==> src/rtl/decoder_1x2_arbiter.sv <==
// Two-requester round-robin arbiter driving one-hot grants as a 1-to-2 decode
// of a registered owner select, with optional bounded-hold preemption.
module decoder_1x2_arbiter #(
  parameter int unsigned MAX_HOLD = 8,
  parameter int unsigned CNT_W    = 4
) (
  input  logic clk,
  input  logic rst,
  input  logic req0,
  input  logic req1,
  output logic gnt0,
  output logic gnt1,
  output logic sel,
  output logic busy,
  output logic preempt
);

  typedef enum logic {
    IDLE,
    GRANT
  } state_e;

  localparam logic [CNT_W-1:0] HOLD_MAX = CNT_W'(MAX_HOLD);
  localparam logic [CNT_W-1:0] CNT_ONE  = CNT_W'(1);
  localparam bit               PREEMPT_EN = (MAX_HOLD != 0);

  state_e           state_q, state_d;
  logic             sel_q, sel_d;
  logic             prio_q, prio_d;
  logic             preempt_q, preempt_d;
  logic [CNT_W-1:0] cnt_q, cnt_d;
  logic             req_own, req_oth;

  always_comb begin
    state_d   = state_q;
    sel_d     = sel_q;
    prio_d    = prio_q;
    cnt_d     = cnt_q;
    preempt_d = 1'b0;
    req_own   = sel_q ? req1 : req0;
    req_oth   = sel_q ? req0 : req1;

    case (state_q)
      IDLE: begin
        if (req0 || req1) begin
          // A tie goes to the priority pointer, otherwise to the lone requester.
          sel_d   = (req0 && req1) ? prio_q : req1;
          cnt_d   = CNT_ONE;
          state_d = GRANT;
        end
      end
      GRANT: begin
        if (!req_own) begin
          state_d = IDLE;
          prio_d  = ~sel_q;
          cnt_d   = '0;
        end else if (PREEMPT_EN && (cnt_q == HOLD_MAX) && req_oth) begin
          state_d   = IDLE;
          prio_d    = ~sel_q;
          cnt_d     = '0;
          preempt_d = 1'b1;
        end else if (PREEMPT_EN && (cnt_q != HOLD_MAX)) begin
          cnt_d = cnt_q + CNT_ONE;
        end
      end
      default: state_d = IDLE;
    endcase
  end

  always_ff @(posedge clk or posedge rst) begin
    if (rst) begin
      state_q   <= IDLE;
      sel_q     <= 1'b0;
      prio_q    <= 1'b0;
      cnt_q     <= '0;
      preempt_q <= 1'b0;
    end else begin
      state_q   <= state_d;
      sel_q     <= sel_d;
      prio_q    <= prio_d;
      cnt_q     <= cnt_d;
      preempt_q <= preempt_d;
    end
  end

  assign busy    = (state_q == GRANT);
  assign gnt0    = busy & ~sel_q;
  assign gnt1    = busy & sel_q;
  assign sel     = sel_q;
  assign preempt = preempt_q;

endmodule

==> config.mk <==
export PLATFORM = sky130hd
export DESIGN_NAME = decoder_1x2_arbiter
export DESIGN_NICKNAME = d
export VERILOG_FILES = /design/src/rtl/decoder_1x2_arbiter.sv
export SDC_FILE = /design/constraint.sdc
export NUM_CORES = 1
export LEC_CHECK = 0
export CAP_MARGIN = 20
export CORE_MARGIN = 2
export CORE_UTILIZATION = 35
export DETAILED_ROUTE_END_ITERATION = 8
export PLACE_DENSITY_LB_ADDON = 0.2
export SLEW_MARGIN = 40
export SYNTH_ARGS = -nofsm -noshare
export SYNTH_HDL_FRONTEND = slang
export SYNTH_SLANG_ARGS = --single-unit
==> constraint.sdc <==
create_clock -name clk -period 3 [get_ports clk]
set_input_delay 0.6 -clock clk [delete_from_list [all_inputs] [get_ports clk]]
set_output_delay 0.6 -clock clk [all_outputs]
set_load 0.05 [all_outputs]
# Word level (Yosys, flattened, before mapping)

Cells that the tools add are included.

Flip-flop bits (word level): 8
Output and inout port bits: 5
Input bits: 4
Word-level logic and storage cells: 38

Add/sub/neg operators: 1
Reductions and logical operators: 6
Muxes and demuxes: 17
Bitwise operators: 4
Equal/unequal tests: 5

Operators by type and width:

| kind                | number |
|---|---|
| $mux 4              | 4 |
| $mux 1              | 11 |
| $pmux 4 s2          | 1 |
| $reduce_and 2->1    | 3 |
| $add 4x1->4 const B | 1 |
| $eq 4x4->1 const B  | 1 |
| $ne 4x2->1 const B  | 1 |
| $ne 4x4->1 const B  | 1 |
| $and 1x1->1         | 2 |
| $logic_and 1x1->1   | 2 |
| $ne 2x1->1 const B  | 1 |
| $ne 2x2->1 const B  | 1 |
| $not 1->1           | 2 |
| $pmux 1 s2          | 1 |
| $logic_or 1x1->1    | 1 |

# Depth between registers and ports, before layout

Gate-level depths: netlist (run 1).

Depth in word-level cells: 5
Depth in mapped cells: 6
Depth with buffers taken out: 6

# Worst setup path after synthesis (run 1)

Ideal clock, no wire load.

Kind: register to output
From: register sel_q (netlist: sel)
To: output gnt1
Data required time: 2.400 ns
Stages on the path, launching flop included: 4
Setup slack: 0.801 ns
Path buffers: 1
Data arrival time: 1.599 ns
Cell sequence: dfrtp_1 -> clkbuf_8 -> inv_1 -> nor2_1

Longest elaborated chain between the ends: 1

RTL lines:

| item                   | line | text |
|---|---|---|
| start, declared        | 28   | `logic sel_q, sel_d;` |
| start signal, assigned | 79   | `sel_q <= sel_d;` |
| $and 1x1->1            | 88   | `assign gnt1 = busy & sel_q;` |
| end, declared          | 12   | `output logic gnt1,` |

Every way passes these cells.

# Worst setup path in the final report (run 1)

From: register state_q (netlist: busy)
To: output gnt1

Longest elaborated chain between the ends: 1

RTL lines:

| item                   | line | text |
|---|---|---|
| start, declared        | 27   | `state_e state_q, state_d;` |
| start signal, assigned | 78   | `state_q <= state_d;` |
| $and 1x1->1            | 88   |  |

Every way passes these cells.

==> results.py, run 1 <==
metrics = {
    "die": {
        "dieArea_um2": 1900,
        "die_height_um": 43.6,
        "die_width_um": 43.6,
        "core.rowCount": 14,
        "fp.coreArea_um2": 1490,
        "starting_density_pct": 36.8,
        "num_io_pins": 9,
    },
    "setup_path": {
        "timing.rr.start": "cnt_q[0]",
        "cpMaxStageDelayCell": "sky130_fd_sc_hd__clkdlybuf4s50_1",
        "setup.worst_path.start_class": "flip-flop",
        "timing.critical_path.required_ps": 2400,
        "reg2reg_to": "cnt_q[3]",
        "timing.critical_path.arrival_ps": 1880,
        "crit_path_end_kind": "primary output",
        "worst-path-max-fanout": 9,
        "critPathKind": "reg -> out",
        "critical_path.max_stage_delay_ps": 800,
        "reg2reg_slack_ps": 1300,
        "rr_worst_depth": 6,
        "crit_path_cell_trace": "inv_1, nor2_1, clkdlybuf4s50_1",
    },
    "drt": {
        "drt_first_iter_violations": 13,
        "route.vias.total": 489,
        "drc": 0,
        "wl_per_cell_um": 13.2,
        "drt.antenna.violating_nets": 0,
        "via_per_inst": 5.62,
        "finalWirelength_um": 1150,
        "dr.pass1.iters": 4,
    },
    "timing": {
        "max_freq_mhz": 404,
        "finalCritPeriodShare_pct": 82.6,
        "setup_total_negative_slack_ps": 0,
        "worst_slew_pin_slew_ps": 493,
        "hold_viol": 0,
        "slew_violations": 0,
        "final.setup.worst_slack_ps": 522,
        "maxSlewHeadroom_pct": 67.0,
        "rsz0062_at_grt": "false",
        "layout_min_cycle_time_ps": 2480,
        "timing.clock.skew_ps": 0.307,
        "report.final.setup_viol": 0,
        "timing.hold.ws_ps": 543,
    },
    "cts": {
        "quantity_of_gates_resized_following_cts": 0,
        "numCtsBuffers": 3,
        "cts_num_sinks": 8,
        "clockBufferDepth": 2,
        "clkLatencyLatePin_ps": 250,
        "clkTransAtPathRegs_ps": 50,
        "tritoncts": "yes",
        "ctsHoldBuffers": 0,
        "cts_root_buffer": "sky130_fd_sc_hd__clkbuf_4",
        "post-cts-setup-buffer-count": 0,
        "cts_max_level": 1,
    },
    "power": {
        "power.static_leakage_nw": 0.291,
        "total_power_uw": 609,
        "power_per_cell_area_nw_per_um2": 932,
        "vdd_drop_max_v": 0.000470,
    },
    "grt": {
        "wire_length_of_the_first_global_routing_pass_um": 1940,
        "grt_overflow_total": 0,
        "global_route.usage.total_pct": 14.2,
        "number_of_antenna_violations_at_the_first_check_in_global_routing": 0,
        "grt_start_max_net_pins": 15,
        "vias_in_the_first_global_route": 444,
    },
    "synth": {
        "synth_cell_type_count": 26,
        "synth_cells": 62,
        "seq_area_frac_synth_pct": 36.5,
        "syn_area_um2": 548,
        "synth.ff_latch_count": 8,
        "synth.yosys.warnings": 0,
        "syn_area_per_cell_um2": 8.84,
        "syn-num-nets": 68,
    },
    "layout": {
        "multi_input_area_um2": 308,
        "num-nets-final": 79,
        "final_core_util_pct": 43.9,
        "area_growth_syn_to_layout_pct": 19.2,
        "n_antenna_cell": 0,
        "area.sequential_um2": 200,
        "most-common-layout-cells": "8 x sky130_fd_sc_hd__dfrtp_1, 8 x sky130_fd_sc_hd__clkdlybuf4s50_1, 7 x sky130_fd_sc_hd__nand2_1",
        "final_cell_count_no_fill": 87,
        "drive_above_1_share_pct": 9.86,
        "post_layout_instance_area_um2": 653,
        "filler_cell_count": 148,
    },
    "min_path": {
        "worstHoldPathCells": 1,
        "hold_path.class": "reg -> reg",
        "min_to": "prio_q",
        "hold_path.startpoint": "prio_q",
    },
    "placed_design": {
        "placement.setup.worst_slack_ps": 722,
        "numPlacedInstances": 84,
        "post-dp-hpwl_um": 839,
        "dpl_cell_area_um2": 631,
        "port_buffers": 8,
        "gp_congestion": 0.763,
    },
    "flow_run": {
        "maxCapViolCount": 0,
    },
    "status": {
        "run_status": "complete, no violations",
    },
}
cell type report:
type                       instances  share of cell area [%]
clock buffer                       3                    3.45
inverter                           6                    3.45
multi-input combinational         46                    47.1
sequential                         8                    30.7
tap                               16                    3.07
timing repair buffer               8                    12.3
cell families (layout without fill, tap and decap cells):
logic type,Yosys count,in the layout,share of synthesized area (%)
flops,8,8,36.5
xor+xnor,1,1,1.60
compound gates,17,17,21.7
fa+ha+maj,2,2,4.57
buf+inv,8,17,7.30
simple gates,26,26,28.3
registers in the layout, indices dropped and copies added (netlist names):
name / cells
cnt_q: 4
prio_q: 1
preempt: 1
sel: 1
busy: 1
power by group:
part | switching [mW] | internal [mW]
Combinational | 0.198 | 0.124
Sequential | 0.0648 | 0.140
Clock | 0.0359 | 0.0457
layer usage:
metal / routed length (µm) / GRT usage [%] / vias up
li1: - / - / 243
met1: 538 / 16.7 / 234
met2: 543 / 21.8 / 10
met3: 54 / 6.25 / 2
met4: 14 / 7.27 / 0
met5: 0 / 0 / -
cells in the mapped netlist:
cell                        number  area share, %
sky130_fd_sc_hd__dfrtp_1         8             37
sky130_fd_sc_hd__nand2_1         7            4.8
sky130_fd_sc_hd__a21oi_1         6            5.5
sky130_fd_sc_hd__inv_1           6            4.1
sky130_fd_sc_hd__nor2_1          5            3.4
sky130_fd_sc_hd__o21ai_0         4            3.7
sky130_fd_sc_hd__nand3_1         3            2.7
sky130_fd_sc_hd__and3_2          2            2.7
sky130_fd_sc_hd__ha_1            2            4.6
sky130_fd_sc_hd__nand3b_1        2            2.7
sky130_fd_sc_hd__nand4b_1        2            3.2
sky130_fd_sc_hd__a211o_1         1            1.6
sky130_fd_sc_hd__a221o_1         1            1.8
sky130_fd_sc_hd__a31oi_1         1            1.1
sky130_fd_sc_hd__a32o_1          1            1.8
sky130_fd_sc_hd__a32oi_2         1            3.0
sky130_fd_sc_hd__and4b_1         1            1.8
sky130_fd_sc_hd__clkbuf_1        1           0.68
sky130_fd_sc_hd__clkbuf_8        1            2.5
sky130_fd_sc_hd__nand4_1         1            1.1
sky130_fd_sc_hd__nor2b_4         1            2.5
sky130_fd_sc_hd__nor4b_1         1            1.6
sky130_fd_sc_hd__o2bb2ai_1       1            1.6
sky130_fd_sc_hd__o31a_1          1            1.6
sky130_fd_sc_hd__or3b_1          1            1.6
sky130_fd_sc_hd__xnor2_1         1            1.6
critical path, delay by kind of cell (launching register included):
family / cells / cell delay, ps
buffers and inverters: 2 / 980
flip-flops: 1 / 530
AND/OR/NAND/NOR: 1 / 110
worst max path at each step:
| stage | from | end | slack [ps] | depth (start not counted) |
|---|---|---|---|---|
| CTS | busy | gnt1 | 510 | 3 |
| global route | busy | gnt1 | 410 | 3 |
| detailed placement | req1 | cnt_q[3] | 720 | 5 |
| global placement | req1 | cnt_q[3] | 730 | 5 |
| finish | busy | gnt1 | 520 | 3 |
| floorplan | sel | gnt1 | 800 | 3 |
Note: power is estimated with default switching activity, not from simulation.
==> inputs of run 2 (changes only) <==
==> constraint.sdc (replaced) <==
create_clock -name clk -period 2.1 [get_ports clk]
set_input_delay 0.42 -clock clk [delete_from_list [all_inputs] [get_ports clk]]
set_output_delay 0.42 -clock clk [all_outputs]
set_load 0.05 [all_outputs]
==> run 2 against run 1 <==
- die area unchanged
- non-clock buffer count up 3
- wire length up 6.5%
- combinational power up 50%
- first-iteration DRC count unchanged
- largest power group unchanged
- worst hold slack worse by 130 ps
- clock power up 51%
- final area up 3.8%
- flip-flop and latch count unchanged
- sequential power up 42%
- global-route usage up 1.4 points
- critical path depth down 2
==> results.py, run 2 (synthesis results as in run 1) <==
metrics = {
    "die": {
        "starting_density_pct": 36.8,
        "dieArea_um2": 1900,
        "die_height_um": 43.6,
        "fp.coreArea_um2": 1490,
        "die_width_um": 43.6,
        "num_io_pins": 9,
        "core.rowCount": 14,
    },
    "power": {
        "power_per_cell_area_nw_per_um2": 1320,
        "vdd_drop_max_v": 0.000490,
        "power.static_leakage_nw": 0.314,
        "total_power_uw": 898,
    },
    "layout": {
        "area.sequential_um2": 200,
        "filler_cell_count": 143,
        "post_layout_instance_area_um2": 678,
        "final_core_util_pct": 45.5,
        "multi_input_area_um2": 308,
        "registers.top_by_ff_count": "cnt_q",
        "most-common-layout-cells": "8 x sky130_fd_sc_hd__dfrtp_1, 7 x sky130_fd_sc_hd__nand2_1, 6 x sky130_fd_sc_hd__inv_1, 6 x sky130_fd_sc_hd__a21oi_1, 6 x sky130_fd_sc_hd__buf_4",
        "drive_above_1_share_pct": 18.9,
        "number_of_flip_flops_in_the_largest_register": 4,
        "n_antenna_cell": 0,
        "num-nets-final": 82,
        "area_growth_syn_to_layout_pct": 23.7,
        "most_common_cell_after_layout_fill_and_taps_aside": "sky130_fd_sc_hd__dfrtp_1",
    },
    "setup_path": {
        "critPathTopFamily": "buffers and inverters",
        "crit_path_cell_trace": "clkdlybuf4s50_1",
        "critPathBufInv": 1,
        "worst-path-max-fanout": 1,
        "timing.critical_path.arrival_ps": 1380,
        "critical_path.max_stage_delay_ps": 790,
        "reg2reg_slack_ps": 400,
        "crit_path_end_kind": "primary output",
        "setup.worst_path.start_class": "flip-flop",
        "cpMaxStageDelayCell": "sky130_fd_sc_hd__clkdlybuf4s50_1",
        "timing.critical_path.required_ps": 1680,
        "rr_worst_depth": 6,
        "timing.rr.start": "cnt_q[0]",
        "reg2reg_to": "cnt_q[3]",
        "critPathKind": "reg -> out",
    },
    "placed_design": {
        "port_buffers": 8,
        "post-dp-hpwl_um": 882,
        "placement.setup.worst_slack_ps": 177,
        "dpl_cell_area_um2": 656,
        "gp_congestion": 0.745,
    },
    "drt": {
        "route.vias.total": 515,
        "drt.antenna.violating_nets": 0,
        "drt_first_iter_violations": 13,
        "finalWirelength_um": 1230,
        "drc": 0,
        "dr.pass1.iters": 4,
        "via_per_inst": 5.72,
        "wl_per_cell_um": 13.6,
    },
    "min_path": {
        "hold_path.class": "in -> async",
    },
    "timing": {
        "timing.clock.skew_ps": 6.73,
        "rsz0062_at_grt": "false",
        "slew_violations": 0,
        "finalCritPeriodShare_pct": 85.5,
        "setup_total_negative_slack_ps": 0,
        "maxSlewHeadroom_pct": 67.1,
        "report.final.setup_viol": 0,
        "hold_viol": 0,
        "layout_min_cycle_time_ps": 1800,
        "max_freq_mhz": 557,
        "worst_slew_pin_slew_ps": 492,
        "final.setup.worst_slack_ps": 304,
    },
    "grt": {
        "grt_overflow_total": 0,
        "wire_length_of_the_first_global_routing_pass_um": 2130,
        "grt_start_max_net_pins": 12,
        "number_of_antenna_violations_at_the_first_check_in_global_routing": 0,
        "global_route.usage.total_pct": 15.6,
        "vias_in_the_first_global_route": 464,
    },
    "flow_run": {
        "maxCapViolCount": 0,
    },
    "cts": {
        "ctsHoldBuffers": 0,
        "quantity_of_gates_resized_following_cts": 0,
        "tritoncts": "yes",
        "post-cts-setup-buffer-count": 0,
        "clkLatencyLatePin_ps": 260,
        "cts_root_buffer": "sky130_fd_sc_hd__clkbuf_4",
        "numCtsBuffers": 3,
        "clockBufferDepth": 2,
        "clkTransAtPathRegs_ps": 60,
        "cts_num_sinks": 8,
        "cts_max_level": 1,
    },
    "status": {
        "run_status": "complete, no violations",
    },
}
==> run 2: layout make-up <==
| type | count | area share (%) |
|---|---|---|
| Sequential cell | 8 | 29.5 |
| Clock buffer | 3 | 3.32 |
| Inverter | 6 | 3.32 |
| Multi-Input combinational cell | 46 | 45.4 |
| Timing Repair Buffer | 11 | 15.5 |
| Tap cell | 16 | 2.95 |
==> run 2: how the worst max path moves through the flow <==
stage	start	endpoint	slack [ps]	cells after the start
5_1_grt	busy	gnt1	250	3
4_1_cts	preempt	preempt	290	1
6_report	preempt	preempt	300	1
3_5_place_dp	req0	cnt_q[2]	180	5
3_3_place_gp	req1	cnt_q[3]	170	6
2_1_floorplan	sel	gnt1	80	3
==> run 2: metrics by stage <==
step | std cells | hold slack (ps)
detailed placement | 87 | 530
floorplan | 62 | 236
finish | 90 | 410
CTS | 90 | 422
global route | 90 | 456
global placement | 87 | 529
==> run 2: routing by layer <==
layer  track usage (%)  up-vias  part of all wire [%]
met5                 0        -                     0
li1                  -      255                     -
met2              22.4       22                    46
met4              3.64        0                     0
met1              21.2      238                    46
met3              7.50        0                   8.2
==> run 2: report_power, final <==
group | total [mW] | switching (mW) | internal (mW) | leakage (nW)
registers | 0.292 | 0.0927 | 0.199 | 0.0994
clock network | 0.123 | 0.0568 | 0.0657 | 0.0138
logic | 0.484 | 0.290 | 0.193 | 0.201
total | 0.898 | 0.440 | 0.459 | 0.314
==> run 2: worst register-to-register path: cells and delay by family (launching register included) <==
kind	cells	cell delay, ps
compound gates	1	310
fa+ha+maj	1	250
buf+inv	1	90
flops	1	440
simple gates	3	490
==> inputs of run 3 (changes only) <==
--- a/config.mk
+++ b/config.mk
@@ -9,6 +9,7 @@
 export CORE_MARGIN = 2
 export CORE_UTILIZATION = 35
 export DETAILED_ROUTE_END_ITERATION = 8
+export GPL_TIMING_DRIVEN = 0
 export PLACE_DENSITY_LB_ADDON = 0.2
 export SLEW_MARGIN = 40
 export SYNTH_ARGS = -nofsm -noshare
==> run 3 against run 2 <==
- maximum frequency shrank 9.2%
- critical path depth grew 2
- flip-flop and latch count did not move
- via count shrank 2.7%
- worst hold slack worse by 11 ps
- critical endpoint is now gnt0
==> results.py, run 3 (synthesis results as in run 1) <==
metrics = {
    "drt": {
        "dr.pass1.iters": 4,
        "drt_first_iter_violations": 15,
        "wl_per_cell_um": 13.0,
        "finalWirelength_um": 1150,
        "drt.antenna.violating_nets": 0,
        "via_per_inst": 5.63,
        "route.vias.total": 501,
        "drc": 0,
    },
    "layout": {
        "multi_input_area_um2": 308,
        "filler_cell_count": 160,
        "registers.top_by_ff_count": "cnt_q",
        "post_layout_instance_area_um2": 671,
        "drive_above_1_share_pct": 11.0,
        "num-nets-final": 81,
        "area_growth_syn_to_layout_pct": 22.4,
        "number_of_flip_flops_in_the_largest_register": 4,
        "most-common-layout-cells": "8 x sky130_fd_sc_hd__dfrtp_1, 7 x sky130_fd_sc_hd__nand2_1, 6 x sky130_fd_sc_hd__inv_1, 6 x sky130_fd_sc_hd__a21oi_1",
        "area.sequential_um2": 200,
        "most_common_cell_after_layout_fill_and_taps_aside": "sky130_fd_sc_hd__dfrtp_1",
        "n_antenna_cell": 0,
    },
    "die": {
        "die_width_um": 43.6,
        "dieArea_um2": 1900,
        "die_height_um": 43.6,
        "fp.coreArea_um2": 1490,
        "core.rowCount": 14,
        "num_io_pins": 9,
        "starting_density_pct": 36.8,
    },
    "cts": {
        "post-cts-setup-buffer-count": 0,
        "ctsHoldBuffers": 0,
        "clkLatencyLatePin_ps": 260,
        "numCtsBuffers": 3,
        "cts_max_level": 1,
        "quantity_of_gates_resized_following_cts": 2,
        "clockBufferDepth": 2,
        "cts_root_buffer": "sky130_fd_sc_hd__clkbuf_4",
        "clkTransAtPathRegs_ps": 60,
        "tritoncts": "yes",
        "cts_num_sinks": 8,
    },
    "placed_design": {
        "dpl_cell_area_um2": 648,
        "post-dp-hpwl_um": 833,
        "port_buffers": 8,
        "gp_congestion": 0.750,
        "placement.setup.worst_slack_ps": 58.4,
    },
    "timing": {
        "finalCritPeriodShare_pct": 94.2,
        "timing.hold.ws_ps": 399,
        "max_freq_mhz": 505,
        "maxSlewHeadroom_pct": 66.8,
        "final.setup.worst_slack_ps": 121,
        "setup_total_negative_slack_ps": 0,
        "worst_slew_pin_slew_ps": 498,
        "report.final.setup_viol": 0,
        "layout_min_cycle_time_ps": 1980,
        "rsz0062_at_grt": "false",
        "slew_violations": 0,
        "timing.clock.skew_ps": 6.10,
        "hold_viol": 0,
    },
    "grt": {
        "grt_start_max_net_pins": 11,
        "vias_in_the_first_global_route": 437,
        "grt_overflow_total": 0,
        "global_route.usage.total_pct": 13.7,
        "wire_length_of_the_first_global_routing_pass_um": 1840,
        "number_of_antenna_violations_at_the_first_check_in_global_routing": 0,
    },
    "setup_path": {
        "timing.critical_path.required_ps": 1680,
        "timing.critical_path.arrival_ps": 1560,
        "critPathKind": "reg -> out",
        "worst-path-max-fanout": 9,
        "crit_path_end_kind": "primary output",
        "setup.worst_path.start_class": "flip-flop",
        "reg2reg_slack_ps": 400,
    },
    "min_path": {
        "hold_path.class": "in -> async",
    },
    "flow_run": {
        "maxCapViolCount": 0,
    },
    "power": {
        "power.static_leakage_nw": 0.314,
        "total_power_uw": 878,
        "power_per_cell_area_nw_per_um2": 1310,
        "vdd_drop_max_v": 0.000521,
    },
    "status": {
        "run_status": "complete, no violations",
    },
}
==> run 3: cell count changes in the layout (fill, tap and decap cells not counted), sizes merged <==
cell | previous run | this run
clkbuf | 3 | 5
buf | 7 | 0
dlymetal6s2s | 0 | 1
dlygate4sd2 | 0 | 2
clkdlybuf4s50 | 4 | 5
==> run 3: path summary, 6_finish.rpt <==
check                      startpoint  endpoint  cells past startpoint
hold / removal                    rst   preempt                      2
setup reg to reg             cnt_q[0]  cnt_q[3]                      6
hold reg to reg                prio_q    prio_q                      1
max in group asynchronous         rst  cnt_q[1]                      2
setup / recovery                 busy      gnt0                      3
min in group clk               prio_q    prio_q                      1
==> run 3: power breakdown <==
group / switching [mW] / internal (mW)
sequential: 0.0640 / 0.200
clock: 0.0582 / 0.0658
combinational: 0.306 / 0.184
total: 0.428 / 0.450
==> run 3: area by class of cell <==
class	count	share of cell area, %
Tap cell	16	2.99
Sequential cell	8	29.9
Buffer	2	2.61
Inverter	6	3.36
Clock buffer	3	3.36
Timing Repair Buffer	8	11.9
Multi-Input combinational cell	46	45.9
==> run 3: through the flow <==
| stage | utilization [%] | instances |
|---|---|---|
| global route | 45.0 | 89 |
| CTS | 44.9 | 89 |
| global placement | 43.5 | 86 |
| floorplan | - | 62 |
| finish | 45.0 | 89 |
| detailed placement | 43.5 | 86 |
==> run 3: per-layer routing <==
layer,wire length [µm],GRT usage [%]
met4,13,5.45
met1,555,15.5
met3,47,6.25
met5,0,0
met2,537,22.4
==> run 3: critical path, cell delays in order (launching register included) <==
cell and delay, ps:
sky130_fd_sc_hd__dfrtp_1 500, sky130_fd_sc_hd__inv_1 170, sky130_fd_sc_hd__nor2_1 100, sky130_fd_sc_hd__dlygate4sd2_1 530
